**config.mk**
```make
export PLATFORM = sky130hd
export DESIGN_NAME = konami_irq_ctrl
export DESIGN_NICKNAME = d
export VERILOG_FILES = /design/src/rtl/konami_irq_ctrl.sv
export SDC_FILE = /design/constraint.sdc
export NUM_CORES = 1
export LEC_CHECK = 0
export ABC_AREA = 1
export CAP_MARGIN = 10
export CORE_ASPECT_RATIO = 1.1
export CORE_MARGIN = 4
export CORE_UTILIZATION = 33
export DETAILED_ROUTE_END_ITERATION = 16
export PLACE_DENSITY_LB_ADDON = 0.25
export SYNTH_ARGS = -nofsm -noshare
export SYNTH_HDL_FRONTEND = slang
export SYNTH_SLANG_ARGS = --single-unit
```
**constraint.sdc**
```tcl
create_clock -name clk -period 1.75 [get_ports clk]
set_clock_uncertainty 0.2 [all_clocks]
set_input_delay 0.525 -clock clk [delete_from_list [all_inputs] [get_ports clk]]
set_output_delay 0.525 -clock clk [all_outputs]
set_load 0.03 [all_outputs]
```
**src/rtl/konami_irq_ctrl.sv**
```systemverilog
// Interrupt request controller: edge-detected, maskable pending flops arbitrated
// by fixed priority onto one active-low CPU IRQ line held until acknowledged.
module konami_irq_ctrl #(
  parameter int NSRC    = 4,
  parameter int IDW     = 2,
  parameter int HOLDOFF = 3
) (
  input  logic            clk,
  input  logic            reset,
  input  logic [NSRC-1:0] src_i,
  input  logic            en_we,
  input  logic [NSRC-1:0] en_d,
  input  logic            ack_valid,
  input  logic [IDW-1:0]  ack_id,
  output logic            irq_n,
  output logic [IDW-1:0]  irq_id,
  output logic [NSRC-1:0] pending,
  output logic [NSRC-1:0] en_q
);

  localparam int CW = $clog2(HOLDOFF + 2);

  typedef enum logic [1:0] {IDLE, ACTIVE, HOLD} state_t;

  state_t          state_reg;
  logic [CW-1:0]   hold_cnt_reg;
  logic [NSRC-1:0] src_q;
  logic [NSRC-1:0] src_rise;
  logic [NSRC-1:0] ack_hit;
  logic [IDW-1:0]  winner;
  logic            pend_cur;
  logic            ack_match;

  // Ack IDs at or above NSRC never match any bit, so they are ignored outright.
  for (genvar gi = 0; gi < NSRC; gi++) begin : g_src
    assign src_rise[gi] = src_i[gi] & ~src_q[gi];
    assign ack_hit[gi]  = ack_valid & (ack_id == IDW'(gi));
  end

  always_comb begin
    winner = '0;
    for (int i = NSRC - 1; i >= 0; i--) begin
      if (pending[i]) winner = IDW'(i);
    end
  end

  always_comb begin
    pend_cur = 1'b0;
    for (int i = 0; i < NSRC; i++) begin
      if (irq_id == IDW'(i)) pend_cur = pending[i];
    end
  end

  assign ack_match = ack_valid & (ack_id == irq_id);

  // Enable acts as the clear pin; a fresh edge beats a same-cycle ack.
  always_ff @(posedge clk) begin
    if (reset) begin
      src_q   <= '1;
      pending <= '0;
      en_q    <= '0;
    end else begin
      src_q <= src_i;
      if (en_we) en_q <= en_d;
      for (int i = 0; i < NSRC; i++) begin
        if (!en_q[i])         pending[i] <= 1'b0;
        else if (src_rise[i]) pending[i] <= 1'b1;
        else if (ack_hit[i])  pending[i] <= 1'b0;
      end
    end
  end

  always_ff @(posedge clk) begin
    if (reset) begin
      state_reg    <= IDLE;
      irq_n        <= 1'b1;
      irq_id       <= '0;
      hold_cnt_reg <= '0;
    end else begin
      case (state_reg)
        IDLE: begin
          if (|pending) begin
            irq_id    <= winner;
            irq_n     <= 1'b0;
            state_reg <= ACTIVE;
          end
        end
        ACTIVE: begin
          if (ack_match) begin
            irq_n <= 1'b1;
            if (HOLDOFF == 0) begin
              state_reg <= IDLE;
            end else begin
              hold_cnt_reg <= CW'(HOLDOFF);
              state_reg    <= HOLD;
            end
          end else if (!pend_cur) begin
            // Source withdrawn by its enable: drop the line, no holdoff.
            irq_n     <= 1'b1;
            state_reg <= IDLE;
          end
        end
        HOLD: begin
          hold_cnt_reg <= hold_cnt_reg - CW'(1);
          if (hold_cnt_reg <= CW'(1)) state_reg <= IDLE;
        end
        default: state_reg <= IDLE;
      endcase
    end
  end

endmodule

```
Word-level counts from Yosys, hierarchy flattened
Cells that the tools add are included.
{"block": "totals", "reg_bits": 20, "in_bits": 14, "output_inout_bits": 11, "word_cells": 87}
{"block": "classes", "n_addsub": 1, "magnitude_cmp": 1, "eq_ne": 13, "n_mux": 27, "bitwise_logic": 17, "n_reduce_logical": 18}
{"operator": "$mux 2", "n": 8}
{"operator": "$mux 1", "n": 15}
{"operator": "$reduce_bool 2->1", "n": 6}
{"operator": "$eq 2x2->1 const B", "n": 5}
{"operator": "$and 1x1->1", "n": 9}
{"operator": "$not 1->1", "n": 8}
{"operator": "$reduce_or 2->1", "n": 4}
{"operator": "$eq 2x1->1 const B", "n": 3}
{"operator": "$logic_not 2->1", "n": 3}
{"operator": "$ne 2x2->1 const B", "n": 3}
{"operator": "$pmux 2 s3", "n": 1}
{"operator": "$pmux 3 s2", "n": 1}
{"operator": "$reduce_and 3->1", "n": 2}
{"operator": "$reduce_and 2->1", "n": 2}
{"operator": "$reduce_or 4->1", "n": 1}
{"operator": "$le 3x1->1 const B", "n": 1}
{"operator": "$mux 3", "n": 1}
{"operator": "$ne 3x3->1 const B", "n": 1}
{"operator": "$sub 3x1->3 const B", "n": 1}
{"operator": "$eq 2x2->1", "n": 1}
{"operator": "$pmux 1 s2", "n": 1}

Logic depth before layout (Yosys ltp)
Gate-level depths: netlist of the first run.
{"block": "depth", "word_depth": 8, "ltp_mapped": 7, "mapped_depth_nobuf": 7}

Worst setup path after synthesis of the first run
OpenSTA, ideal clock, no wires.
{"block": "synth_path", "kind": "reg-to-reg", "startpoint": "reg irq_id[0]", "endpoint": "reg irq_n", "setup_time_ns": 0.115, "arrival_ns": 1.014, "required_ns": 1.435, "slack_ns": 0.422, "stages_incl_launch_ff": 8, "path_buffers": 0, "period_less_slack_ns": 1.328, "path_cell_list": "dfxtp_1 -> inv_2 -> nand2_1 -> nand3_1 -> nand2_1 -> nand3_1 -> nand2_1 -> nand2_1"}
{"block": "synth_via", "elab_chain_cells": 7, "word_cells_on_any_way": 14, "classes_between": "eq/ne: 5; mux: 6; bitwise: 1; reduce/logical: 2"}
{"element": "start, declared", "line": "16", "rtl": "output logic [IDW-1:0] irq_id,"}
{"element": "start signal, assigned", "line": "83", "rtl": "irq_id <= winner;"}
{"element": "$logic_not 2->1", "line": "50", "rtl": "if (irq_id == IDW'(i)) pend_cur = pending[i];"}
{"element": "$mux 1 (4 in a row)", "line": "50"}
{"element": "$ne 3x3->1 (no line)"}
{"element": "$reduce_and 3->1 (no line)"}
{"element": "end signal, assigned", "line": "76", "rtl": "irq_n <= 1'b1;"}
{"element": "end signal, assigned", "line": "84", "rtl": "irq_n <= 1'b0;"}
{"element": "end signal, assigned", "line": "90", "rtl": "irq_n <= 1'b1;"}
{"element": "end, declared", "line": "15", "rtl": "output logic irq_n,"}
Parallel ways exist; a longest one is shown, timed or not.
A chain may end at the register's enable or synchronous reset.

Worst setup path after layout of the first run
{"block": "layout_path", "startpoint": "reg irq_id[0]", "endpoint": "out irq_id[0]"}
No word-level cell between the ends.

==> flow_metrics.tcl, run 1 <==
set metrics [dict create \
    outcome "complete, no violations" \
    antenna_found_initial 0 \
    hpwl_um 1700 \
    max_stage_delay_ps 450 \
    synthDistinctLibCells 20 \
    ys_ff_latch 20 \
    cp.depth 1 \
    top_usage_layer "met2" \
    clockBufferDepth 2 \
    yosys-top-cells-count "nand2_1 (24), dfxtp_1 (20), inv_1 (16), a21oi_1 (14), nor2_1 (13)" \
    grt_pass1_vias 835 \
    drt-total-wl_um 2060 \
    cp.required_ps 1020 \
    cp_slowest_cell "dfxtp_1" \
    worstSkewPairLatency_ps 300 \
    syn_area_per_cell_um2 7.23 \
    antenna_cells 0 \
    p_leak_uw 0.000537 \
    dominantRegCellSynth "dfxtp_1" \
    ios 25 \
    rsz0062_at_grt "false" \
    ant_nets 0 \
    die_w_um 57.3 \
    ir_drop_mv 0.395 \
    relSlewSlack_pct 83.2 \
    end_kind "output pin" \
    ff2ff_path_depth 5 \
    grt_overflow 0 \
    dieArea_um2 3570 \
    root_buffer "clkbuf_4" \
    period_needed_ps 1680 \
    cts_buffers 3 \
    cp_top_family "flip-flops" \
    drt-initial-drc-count 19 \
    core_region_area_um2 2520 \
    via_count 892 \
    async_flop_share_pct 0 \
    syn_to_final_growth_pct 34.3 \
    yosysSeqAreaShare_pct 45.4 \
    reg_top3 "en_q: 4 flops, pending: 4 flops, src_q: 4 flops" \
    htreeDepth 1 \
    min_delay_path_depth 2 \
    crit_type "flip-flop to output pin" \
    avgViaCountPerCell 4.87 \
    timing.fmax_mhz 597 \
    drc 0 \
    start_util_pct 35.0 \
    fin_nets 170 \
    yosysMostFrequentCell "nand2_1" \
    hold_ws_ps 276 \
    fin_crit_sh_pct 95.7 \
    clock-sinks 20 \
    yosys_warnings 0 \
    syn-num-nets 138 \
    fin_util_pct 47.0 \
    grt_usage_pct 12.4 \
    hp-class "flip-flop to flip-flop" \
    firstDrtPassIters 4 \
    cap_violations 0 \
    path_cells "buf_4" \
    syn_area_um2 882 \
    hold_violations 0 \
    place.gp.congestion 0.805 \
    die_h_um 62.2 \
    fillers 271 \
    gr-usage-met2_pct 21.3 \
    maxSlewViolCount 0 \
    grt_max_degree 12 \
    syn_inst 122 \
    drive_above_1_share_pct 19.1 \
    rows 19 \
    path_max_fanout 5 \
    p_per_area_nw_per_um2 708 \
    startpoint_type "flip-flop" \
    portBuffers 24 \
    synthTopCellsByArea "dfxtp_1 (45%), nand2_1 (10%), a21oi_1 (7.9%), inv_1 (6.8%), nor2_1 (5.5%)" \
    cts_tree "yes" \
    synth_top_cell_by_area "dfxtp_1" \
    setup_tns_ps 0 \
    path_buf_inv 1 \
    synth_top_area_share_pct 45.4 \
    clk_pin_slew_ps 110 \
    wl_per_cell_um 11.3 \
    setup_violations 0 \
    crit_arrival_ps 950 \
    grtUsageMet1_pct 13.5 \
    use_met3_pct 3.11 \
    holdBufCountCts 0 \
    tightest_slew_ps 250 \
    synth_edf_count 0 \
    grt_pass1_wl_um 3500 \
]
cell families after synthesis:
logic type | count (synthesis) | share of synthesized area (%)
compound gates | 26 | 16.6
fa+ha+maj | 2 | 2.84
buf+inv | 23 | 10.4
flops | 20 | 45.4
simple gates | 51 | 24.8
through the flow:
stage          setup WS, ps  area (um^2)  total power [uW]  instances
3_3_place_gp          -78.6         1160               630        180
3_5_place_dp           -122         1160               633        180
5_1_grt                13.5         1180               884        183
6_report               74.9         1180               839        183
4_1_cts                68.5         1180               848        183
2_1_floorplan           422          882               564        122
placed cells by master (no fill, tap or decap):
cell type and count:
a211oi_1 1, a21boi_2 1, a21o_1 1, a21oi_1 14, a31oi_1 1, buf_4 15, clkbuf_4 3, clkdlybuf4s15_2 1
clkdlybuf4s50_1 13, dfxtp_1 20, ha_1 2, inv_1 16, inv_2 5, nand2_1 24, nand3_1 9, nand4_2 1
nor2_1 13, nor2_2 2, nor3_1 2, o21ai_0 5, o21ai_1 2, o21ai_2 1
final timing paths:
path	start	endpoint	slack (ps)
worst max-delay path	irq_id[0]	irq_id[0]	70
worst min-delay path	en_q[1]	pending[1]	280
worst max register to register	hold_cnt_reg[0]	hold_cnt_reg[1]	340
worst min register to register	en_q[1]	pending[1]	280
power by group:
group	internal (uW)	switching, uW	leakage [uW]
clock network	80.3	138	0.0000138
logic	65.9	72.9	0.000359
registers	472	10.7	0.000164
total	618	221	0.000537
layout make-up:
cell class | instances | area (um^2) | area share, %
inverter | 21 | 78.8 | 6.65
multi-input combinational | 79 | 390 | 32.9
timing repair buffer | 29 | 254 | 21.4
tap | 31 | 38.8 | 3.27
clock buffer | 3 | 22.5 | 1.90
sequential | 20 | 400 | 33.8
timing repair:
item | 4_1_cts | 5_1_grt
setup buffers | 0 | 0
setup endpoints to repair | 1 | 0
gates resized for setup | 3 | 0
layer usage:
| layer | share of wire [%] | routed length, um |
|---|---|---|
| met5 | 0 | 0 |
| met4 | 1.6 | 32 |
| met3 | 4.1 | 84 |
| met2 | 54 | 1110 |
| met1 | 40 | 832 |
Note: power is estimated with default switching activity, not from simulation.
==> inputs of run 2 (changes only) <==
--- a/config.mk
+++ b/config.mk
@@ -10,8 +10,11 @@
 export CORE_ASPECT_RATIO = 1.1
 export CORE_MARGIN = 4
 export CORE_UTILIZATION = 33
+export CTS_BUF_LIST = sky130_fd_sc_hd__clkbuf_4
 export DETAILED_ROUTE_END_ITERATION = 16
 export PLACE_DENSITY_LB_ADDON = 0.25
+export SLEW_MARGIN = 30
 export SYNTH_ARGS = -nofsm -noshare
 export SYNTH_HDL_FRONTEND = slang
 export SYNTH_SLANG_ARGS = --single-unit
+export TNS_END_PERCENT = 5
==> results of run 2 <==
No change in the layout: final DEF, timing and power equal those of run 1.
==> inputs of run 3 (changes only) <==
--- a/config.mk
+++ b/config.mk
@@ -6,13 +6,14 @@
 export NUM_CORES = 1
 export LEC_CHECK = 0
 export ABC_AREA = 1
-export CAP_MARGIN = 10
 export CORE_ASPECT_RATIO = 1.1
 export CORE_MARGIN = 4
 export CORE_UTILIZATION = 33
 export CTS_BUF_LIST = sky130_fd_sc_hd__clkbuf_4
 export DETAILED_ROUTE_END_ITERATION = 16
+export GPL_TIMING_DRIVEN = 0
 export PLACE_DENSITY_LB_ADDON = 0.25
+export SKIP_LAST_GASP = 1
 export SLEW_MARGIN = 30
 export SYNTH_ARGS = -nofsm -noshare
 export SYNTH_HDL_FRONTEND = slang
==> run 3 against run 2 <==
The flow now finishes with violations (negative setup slack). Via count is 5.0% lower. Sequential share of layout area down 0.49 points. Core utilization is 0.84 points higher. Global-route usage fell by 0.70 points. Critical path depth unchanged. Critical path type unchanged. Largest cell class unchanged.
==> flow_metrics.tcl, run 3 (synthesis gave the netlist of run 1 again) <==
set metrics [dict create \
    hold_ws_ps 268 \
    holdBufCountCts 0 \
    firstDrtPassIters 4 \
    maxSlewViolCount 0 \
    cp_slowest_cell "dfxtp_1" \
    path_buf_inv 1 \
    p_leak_uw 0.000520 \
    reg_top3 "en_q: 4 flops, pending: 4 flops, src_q: 4 flops" \
    die_h_um 62.2 \
    htreeDepth 1 \
    clockBufferDepth 2 \
    gr-usage-met2_pct 21.1 \
    startpoint_type "flip-flop" \
    path_cells "clkdlybuf4s15_2" \
    pwr-share-comb_pct 13.0 \
    tightest_slew_ps 303 \
    rows 19 \
    p_int_uw 762 \
    drc 0 \
    max_stage_delay_ps 430 \
    fin_util_pct 47.9 \
    p_seq_share_pct 49.0 \
    cp.required_ps 1020 \
    final_cells 180 \
    dp_cells 176 \
    p_per_area_nw_per_um2 816 \
    crit_type "flip-flop to output pin" \
    ant_nets 0 \
    path_max_fanout 5 \
    final_cell_mix "nand2_1 (24), dfxtp_1 (19), inv_1 (16), a21oi_1 (14), nor2_1 (13)" \
    syn_to_final_growth_pct 36.7 \
    antenna_found_initial 0 \
    ir_drop_mv 0.565 \
    dieArea_um2 3570 \
    ios 25 \
    fillers 273 \
    setup_violations 4 \
    via_count 847 \
    clk_pin_slew_ps 110 \
    cap_violations 0 \
    clkPwrFrac_pct 37.9 \
    core_region_area_um2 2520 \
    fin_nets 166 \
    clock-sinks 20 \
    hpwl_um 1490 \
    grt_pass1_wl_um 3410 \
    grt_overflow 0 \
    rsz0062_at_grt "true" \
    cts_buffers 3 \
    top_usage_layer "met2" \
    start_util_pct 35.0 \
    period_needed_ps 1780 \
    worstSkewPairLatency_ps 300 \
    hold_violations 0 \
    die_w_um 57.3 \
    setup_slack_ps -28.8 \
    portBuffers 23 \
    timing.fmax_mhz 562 \
    crit_arrival_ps 1050 \
    p_switching_uw 222 \
    place.gp.congestion 0.767 \
    seqCellArea_um2 402 \
    drive_above_1_share_pct 16.1 \
    end_kind "output pin" \
    grtUsageMet1_pct 13.0 \
    multi_input_area_um2 390 \
    antenna_cells 0 \
    grt_pass1_vias 819 \
    final_common_cell "nand2_1" \
    cts_tree "yes" \
    relSlewSlack_pct 79.9 \
    outcome "finished with violations" \
    grt_max_degree 13 \
    wl_per_cell_um 10.2 \
    sw_frac_of_total_pct 22.6 \
    root_buffer "clkbuf_4" \
    grt_usage_pct 11.7 \
    hp-class "flip-flop to flip-flop" \
    cp_top_family "flip-flops" \
    use_met3_pct 3.73 \
    drt-initial-drc-count 19 \
    drt-total-wl_um 1830 \
    violations "negative setup slack" \
    fin_crit_sh_pct 102 \
    avgViaCountPerCell 4.71 \
]
[run 3: power by group through the flow]
stage               registers (uW)  logic, uW  clock network (uW)
floorplan                      512       51.8                   0
global placement               492        132                   0
detailed placement             493        134                   0
CTS                            483        129                 381
global route                   486        142                 398
finish                         483        128                 373
[run 3: timing repair]
item / CTS / global route
setup endpoints to repair: 11 / 11
hold endpoints to repair: 0 / 0
resized for setup: 25 / 4
cloned: 0 / 0
buffers inserted: 0 / 0
[run 3: worst paths after layout]
path,startpoint,endpoint,slack [ps],cells past startpoint
min,en_q[1],pending[1],270,2
max,irq_id[0],irq_id[0],-30,1
max reg2reg,hold_cnt_reg[0],hold_cnt_reg[1],480,5
min reg2reg,en_q[1],pending[1],270,2
[run 3: cell type report]
cell class / instances / share of cell area [%]
Buffer: 2 / 1.04
Clock buffer: 3 / 1.87
Clock inverter: 1 / 2.49
Inverter: 21 / 6.54
Multi-Input combinational cell: 79 / 32.4
Sequential cell: 20 / 33.3
Tap cell: 31 / 3.22
Timing Repair Buffer: 23 / 19.2
[run 3: per-layer routing]
| metal | vias to the layer above | part of all wire, % |
|---|---|---|
| li1 | 443 | - |
| met1 | 381 | 43 |
| met2 | 21 | 51 |
| met3 | 2 | 5.2 |
| met4 | 0 | 0.93 |
| met5 | - | 0 |
[run 3: through the flow]
step	power, uW	area (um^2)	TNS, ps	worst slack, ps
after floorplan	564	882	0	422
after global placement	624	1150	-935	-131
after detailed placement	627	1150	-1010	-145
after CTS	993	1210	-298	-45.5
after global routing	1030	1210	-541	-80.6
final	984	1210	-59.1	-28.8
